$ cat config.mk
export PLATFORM = sky130hd
export DESIGN_NAME = led_matrix_scanner
export DESIGN_NICKNAME = d
export VERILOG_FILES = /design/src/rtl/led_pkg.sv /design/src/rtl/pulse_divider.sv /design/src/rtl/led_matrix_scanner.sv
export SDC_FILE = /design/constraint.sdc
export NUM_CORES = 1
export LEC_CHECK = 0
export BUFFER_PORTS_ARGS = -buffer_cell sky130_fd_sc_hd__buf_2
export CAP_MARGIN = 40
export CORE_AREA = 2 2 201 203
export CTS_BUF_LIST = sky130_fd_sc_hd__clkbuf_4 sky130_fd_sc_hd__clkbuf_8
export CTS_CLUSTER_DIAMETER = 60
export DETAILED_ROUTE_END_ITERATION = 10
export DIE_AREA = 0 0 203 205
export PLACE_DENSITY = 0.61
export SYNTH_ARGS = -nofsm -noshare
export SYNTH_HDL_FRONTEND = slang
export SYNTH_SLANG_ARGS = --single-unit
$ cat constraint.sdc
create_clock -name clk -period 2.8 [get_ports clk]
set_input_delay 0.14 -clock clk [delete_from_list [all_inputs] [get_ports clk]]
set_output_delay 0.14 -clock clk [all_outputs]
set_load 0.02 [all_outputs]
$ cat src/rtl/led_pkg.sv
// Shared types and helpers for the LED matrix scanner.
// Scan FSM states plus a one-hot row-select builder.
package led_pkg;

    typedef enum logic [1:0] {
        S_IDLE  = 2'd0,
        S_SCAN  = 2'd1,
        S_BLANK = 2'd2
    } scan_state_t;

    // Widest array row_sel can describe; callers truncate to their own N.
    localparam int MAX_ROWS = 64;

    function automatic logic [MAX_ROWS-1:0] row_sel(input int n, input int idx);
        logic [MAX_ROWS-1:0] sel;
        sel = '0;
        if (idx >= 0 && idx < n && idx < MAX_ROWS) begin
            sel = {{(MAX_ROWS-1){1'b0}}, 1'b1} << idx;
        end
        return sel;
    endfunction

endpackage

$ cat src/rtl/pulse_divider.sv
// Free-running divider: tick is high for one clk every display_divider cycles.
// With display_divider = 1 the tick is permanently high.
module pulse_divider #(
    parameter int display_divider = 1
) (
    input  logic clk,
    input  logic rst,
    output logic tick
);

    localparam int CW = (display_divider > 1) ? $clog2(display_divider) : 1;
    localparam logic [CW-1:0] LAST_COUNT = CW'(display_divider - 1);

    logic [CW-1:0] count_reg;

    assign tick = (count_reg == LAST_COUNT);

    always_ff @(posedge clk) begin
        if (rst) begin
            count_reg <= '0;
        end else if (tick) begin
            count_reg <= '0;
        end else begin
            count_reg <= count_reg + 1'b1;
        end
    end

endmodule

$ cat src/rtl/led_matrix_scanner.sv
// Row-multiplexed N x N LED scanner with a shadow frame buffer loaded only at the
// frame wrap. Define LED_BLANKING_EN to insert one blank tick after every lit row.
module led_matrix_scanner
    import led_pkg::*;
#(
    parameter int N               = 15,
    parameter int display_divider = 1
) (
    input  logic                 clk,
    input  logic                 rst,
    input  logic [N*N-1:0]       cells,
    input  logic                 frame_valid,
    output logic                 frame_ready,
    output logic [N-1:0]         rows,
    output logic [N-1:0]         cols,
    output logic [$clog2(N)-1:0] row_index,
    output logic                 frame_done
);

    localparam int RW = $clog2(N);
    localparam logic [RW-1:0] LAST_ROW = RW'(N - 1);
    localparam logic [N-1:0]  ROW0_SEL = N'(1);

    scan_state_t      state_reg;
    logic [RW-1:0]    row_index_reg;
    logic [N-1:0]     rows_reg;
    logic [N-1:0]     cols_reg;
    logic             frame_done_reg;
    logic [N*N-1:0]   shadow_reg;

    logic             tick;
    logic             last_row;
    logic             transfer;
    logic [RW-1:0]    next_row;
    logic [N-1:0]     shadow_rows [N];

    pulse_divider #(
        .display_divider(display_divider)
    ) u_divider (
        .clk (clk),
        .rst (rst),
        .tick(tick)
    );

    genvar gi;
    generate
        for (gi = 0; gi < N; gi++) begin : g_rows
            assign shadow_rows[gi] = shadow_reg[gi*N +: N];
        end
    endgenerate

    // Explicit wrap keeps row_index inside 0..N-1 for non power-of-2 N.
    assign last_row    = (row_index_reg == LAST_ROW);
    assign next_row    = last_row ? '0 : row_index_reg + 1'b1;
    assign frame_ready = (state_reg == S_IDLE) ||
                         ((state_reg == S_SCAN) && tick && last_row);
    assign transfer    = frame_valid && frame_ready;

    always_ff @(posedge clk) begin
        if (rst) begin
            state_reg      <= S_IDLE;
            row_index_reg  <= '0;
            rows_reg       <= '0;
            cols_reg       <= '1;
            frame_done_reg <= 1'b0;
            shadow_reg     <= '0;
        end else begin
            frame_done_reg <= 1'b0;
            case (state_reg)
                S_IDLE: begin
                    rows_reg <= '0;
                    cols_reg <= '1;
                    if (transfer) begin
                        // Shadow is written this edge, so row 0 comes straight from cells.
                        shadow_reg    <= cells;
                        row_index_reg <= '0;
                        rows_reg      <= ROW0_SEL;
                        cols_reg      <= ~cells[N-1:0];
                        state_reg     <= S_SCAN;
                    end
                end
                S_SCAN: begin
                    if (tick) begin
                        row_index_reg <= next_row;
                        if (last_row) begin
                            frame_done_reg <= 1'b1;
                        end
                        if (transfer) begin
                            shadow_reg <= cells;
                        end
`ifdef LED_BLANKING_EN
                        state_reg <= S_BLANK;
                        rows_reg  <= '0;
                        cols_reg  <= '1;
`else
                        rows_reg <= N'(row_sel(N, int'(next_row)));
                        cols_reg <= (last_row && transfer) ? ~cells[N-1:0]
                                                           : ~shadow_rows[next_row];
`endif
                    end
                end
                S_BLANK: begin
`ifdef LED_BLANKING_EN
                    // row_index already points at the row to light after the gap.
                    if (tick) begin
                        state_reg <= S_SCAN;
                        rows_reg  <= N'(row_sel(N, int'(row_index_reg)));
                        cols_reg  <= ~shadow_rows[row_index_reg];
                    end
`else
                    state_reg <= S_IDLE;
                    rows_reg  <= '0;
                    cols_reg  <= '1;
`endif
                end
                default: begin
                    state_reg <= S_IDLE;
                    rows_reg  <= '0;
                    cols_reg  <= '1;
                end
            endcase
        end
    end

    assign rows       = rows_reg;
    assign cols       = cols_reg;
    assign row_index  = row_index_reg;
    assign frame_done = frame_done_reg;

endmodule

==> key figures <==
Status
  • Outcome: finished clean

CTS
  • Max Root-Sink Buffers: 3
  • Clock Root Buffer: clkbuf_8
  • Reg clk slew, reported paths: about 0.060 ns
  • CTS sink count: between 200 and 300
  • TritonCTS Buffers: 47
  • Htree depth: 2
  • CTS tree: done
  • Clk_lat worst skew: 0.58 ns

Place
  • # port buffers: about 260
  • DP HPWL: approximately 36 mm
  • Final GP Congestion: 0.940

Setup path
  • Arr. time, crit path: roughly 3.0 ns
  • CP endpoint kind: register
  • Critical Path Start Type: register
  • R2r endpoint: cols[7]
  • R2r setup slk: 0.29 ns
  • Crit path max fanout: 18
  • Crit Path Class: register to register
  • R2R depth: 8
  • Worst Path Required: ~3.3 ns
  • Worst r2r src: row_index[0]

Floorplanning
  • Top Ports: 264
  • Die Area: around 0.042 sq mm
  • Chip width: 203 um
  • Initial core utilization: between 20 and 30%
  • Rows: 73
  • CORE AREA: 0.0394 sq mm
  • Die Ht: around 210 um

Timing
  • Final Hold Fails: 0
  • Post-layout min period: 2.51 ns
  • Pins Over Slew Limit: 0
  • Skew final: 0.0259 ns
  • Fmax: around 400 MHz
  • Unrepaired setup endpoints after global routing: false
  • TNS Setup: 0 ns
  • Finish-stage setup viols: 0
  • Worst rel slew slack: between 30% and 40%
  • Worst-margin pin slew: roughly 0.94 ns
  • Final worst-path cycle share: 89.6%

Min path
  • Hold path start: frame_valid
  • WHS Endpoint: cols[7]
  • Hold crit path type: input pin to register
  • Hold path depth: 4

Synthesis
  • Async S/R FF share, synth: 0%
  • Cells after Synth: ~1500
  • Synth area leaders: dfxtp_1 45%, nand2_1 16%, a21oi_1 12%, buf_2 2.4%, mux2i_1 2.2%
  • Yosys warning total: 0
  • Dominant synthesized flop cell: dfxtp_1
  • Post-Syn Area per Cell: 7.69 sq um
  • #FFs+latches synth: around 260
  • Yosys cell types: 67
  • Area share of the largest cell type after synthesis: 44.9%
  • Number of flops mapped to enable cells by yosys: 0
  • Post-synth net total: roughly 1700
  • Mapped Area: ~0.012 sq mm
  • Sequential-to-total area share from yosys stat: about 45%
  • Largest area contributor in the netlist: dfxtp_1

Final layout
  • Reg area: about 0.0052 sq mm
  • Multi-input logic area: between 0.005 and 0.006 sq mm
  • Area delta synth->final: 44.7%
  • Max FFs per register: roughly 230
  • Commonest non-fill, non-tap cell in the layout: nand2_1
  • Filler instances: about 3900
  • Final net count: approximately 2200
  • Commonest non-fill, non-tap cells in the layout: 489 x nand2_1, 273 x a21oi_1, 262 x buf_2
  • Share of cells above drive strength 1: 20.8%

Global routing
  • First-pass GRT wire length: 74.7 mm
  • Global route total overflow: 0
  • Vias in the first global route: approximately 13000
  • Largest net degree at the start of global routing: about 140
  • Antenna violations before repair: 0
  • Global-route usage over all layers: about a quarter

Route
  • 1st-pass router iterations: 6
  • Initial DRC Count: ~1200
  • Drt drc: 0
  • WL final: ~51 mm
  • Mean number of vias per cell: 5.17
  • Wire per inst: approximately 20 um
  • DR vias: roughly 13000
  • Post-route ant nets: 0

Run
  • Max-cap violations: 0

Power
  • Worst vdd ir: 297 uV
  • Leak: around 0.0069 uW
  • Cell area power density: just under 600 mW/mm^2
  • Power Total: roughly 10000 uW
worst max path at each step:
stage                             from       end  slack [ns]  depth (start not counted)
after floorplan           row_index[0]  cols[14]        0.36                         11
after global placement    row_index[1]   cols[5]        0.34                          7
after detailed placement  row_index[1]   cols[7]        0.35                          7
after CTS                 row_index[0]  cols[13]        0.31                          8
after global routing      row_index[0]  cols[13]         0.1                          8
final                     row_index[0]   cols[7]        0.29                          8
area by class of cell:
class	count	area share [%]
antenna	1	0.0148
tap	525	3.88
multi-input combinational	1111	34.0
sequential	262	31.0
timing repair buffer	540	24.0
clock buffer	75	5.66
clock inverter	11	1.26
inverter	10	0.222
critical path: stages, from the launching register on:
cell       delay, ns
dfxtp_2         0.38
inv_2           0.05
ha_2            0.52
buf_4           0.24
a31o_2          0.41
o32a_1          0.21
nand3_1         0.16
o2111ai_1       0.26
o311ai_1        0.16
cells by family after synthesis:
logic type | Yosys count | synth area share [%]
xor gates and xnor gates | 2 | 0.214
other | 1 | 0.0321
and+or+nand+nor | 606 | 20.9
buffers and inverters | 146 | 6.07
DFF | 262 | 44.9
adders and majority gates | 2 | 0.214
muxes | 30 | 2.61
AOI/OAI and AO/OA | 470 | 25.1
layer usage:
layer | vias to the layer above | share of wire (%) | GRT usage (%)
li1 | 6206 | - | -
met1 | 6263 | 44 | 31.3
met2 | 535 | 46 | 38.3
met3 | 102 | 6.2 | 3.74
met4 | 0 | 3.5 | 9.31
met5 | - | 0 | 0
report_power, final:
group / total [uW] / switching (uW) / internal, uW / leakage (uW)
sequential: 4110 / 176 / 3940 / 0.00215
combinational: 1450 / 793 / 662 / 0.00416
clock: 4370 / 1650 / 2720 / 0.000601
synthesized netlist by cell type, types with 7 or more instances:
library cell    n
a211oi_1       10
dfxtp_1       262
nor2_1         45
o221ai_1       12
o22ai_1        20
nor3_1         18
o32a_1          7
o21ai_0        18
nand2_1       490
buf_2          57
clkbuf_1       61
buf_4           8
nand3_1        10
buf_6           8
inv_1           8
o2bb2ai_1      10
o211ai_1       22
and2_1          9
a21oi_1       273
a222oi_1        7
mux2i_1        26
a221oi_1       10
repair_timing:
item                                    in CTS  in global routing
buffers inserted                             0                  0
endpoints found under the hold margin      238                  0
gates resized for setup                      0                  0
endpoints found under the setup margin       0                  0
hold buffers                               225                  0
stage by stage:
stage	instances	instance area [sq um]	util, %	hold slack [ns]	worst slack [ns]
after floorplan	1519	11700	-	0.276	0.361
after global placement	2223	13500	34.3	0.387	0.336
after detailed placement	2223	13500	34.3	0.387	0.350
after CTS	2534	16900	43.0	0.0802	0.312
after global routing	2534	16900	43.0	0.116	0.0982
final	2535	16900	43.0	0.123	0.292
No activity file was read; power rests on OpenSTA's default activity.
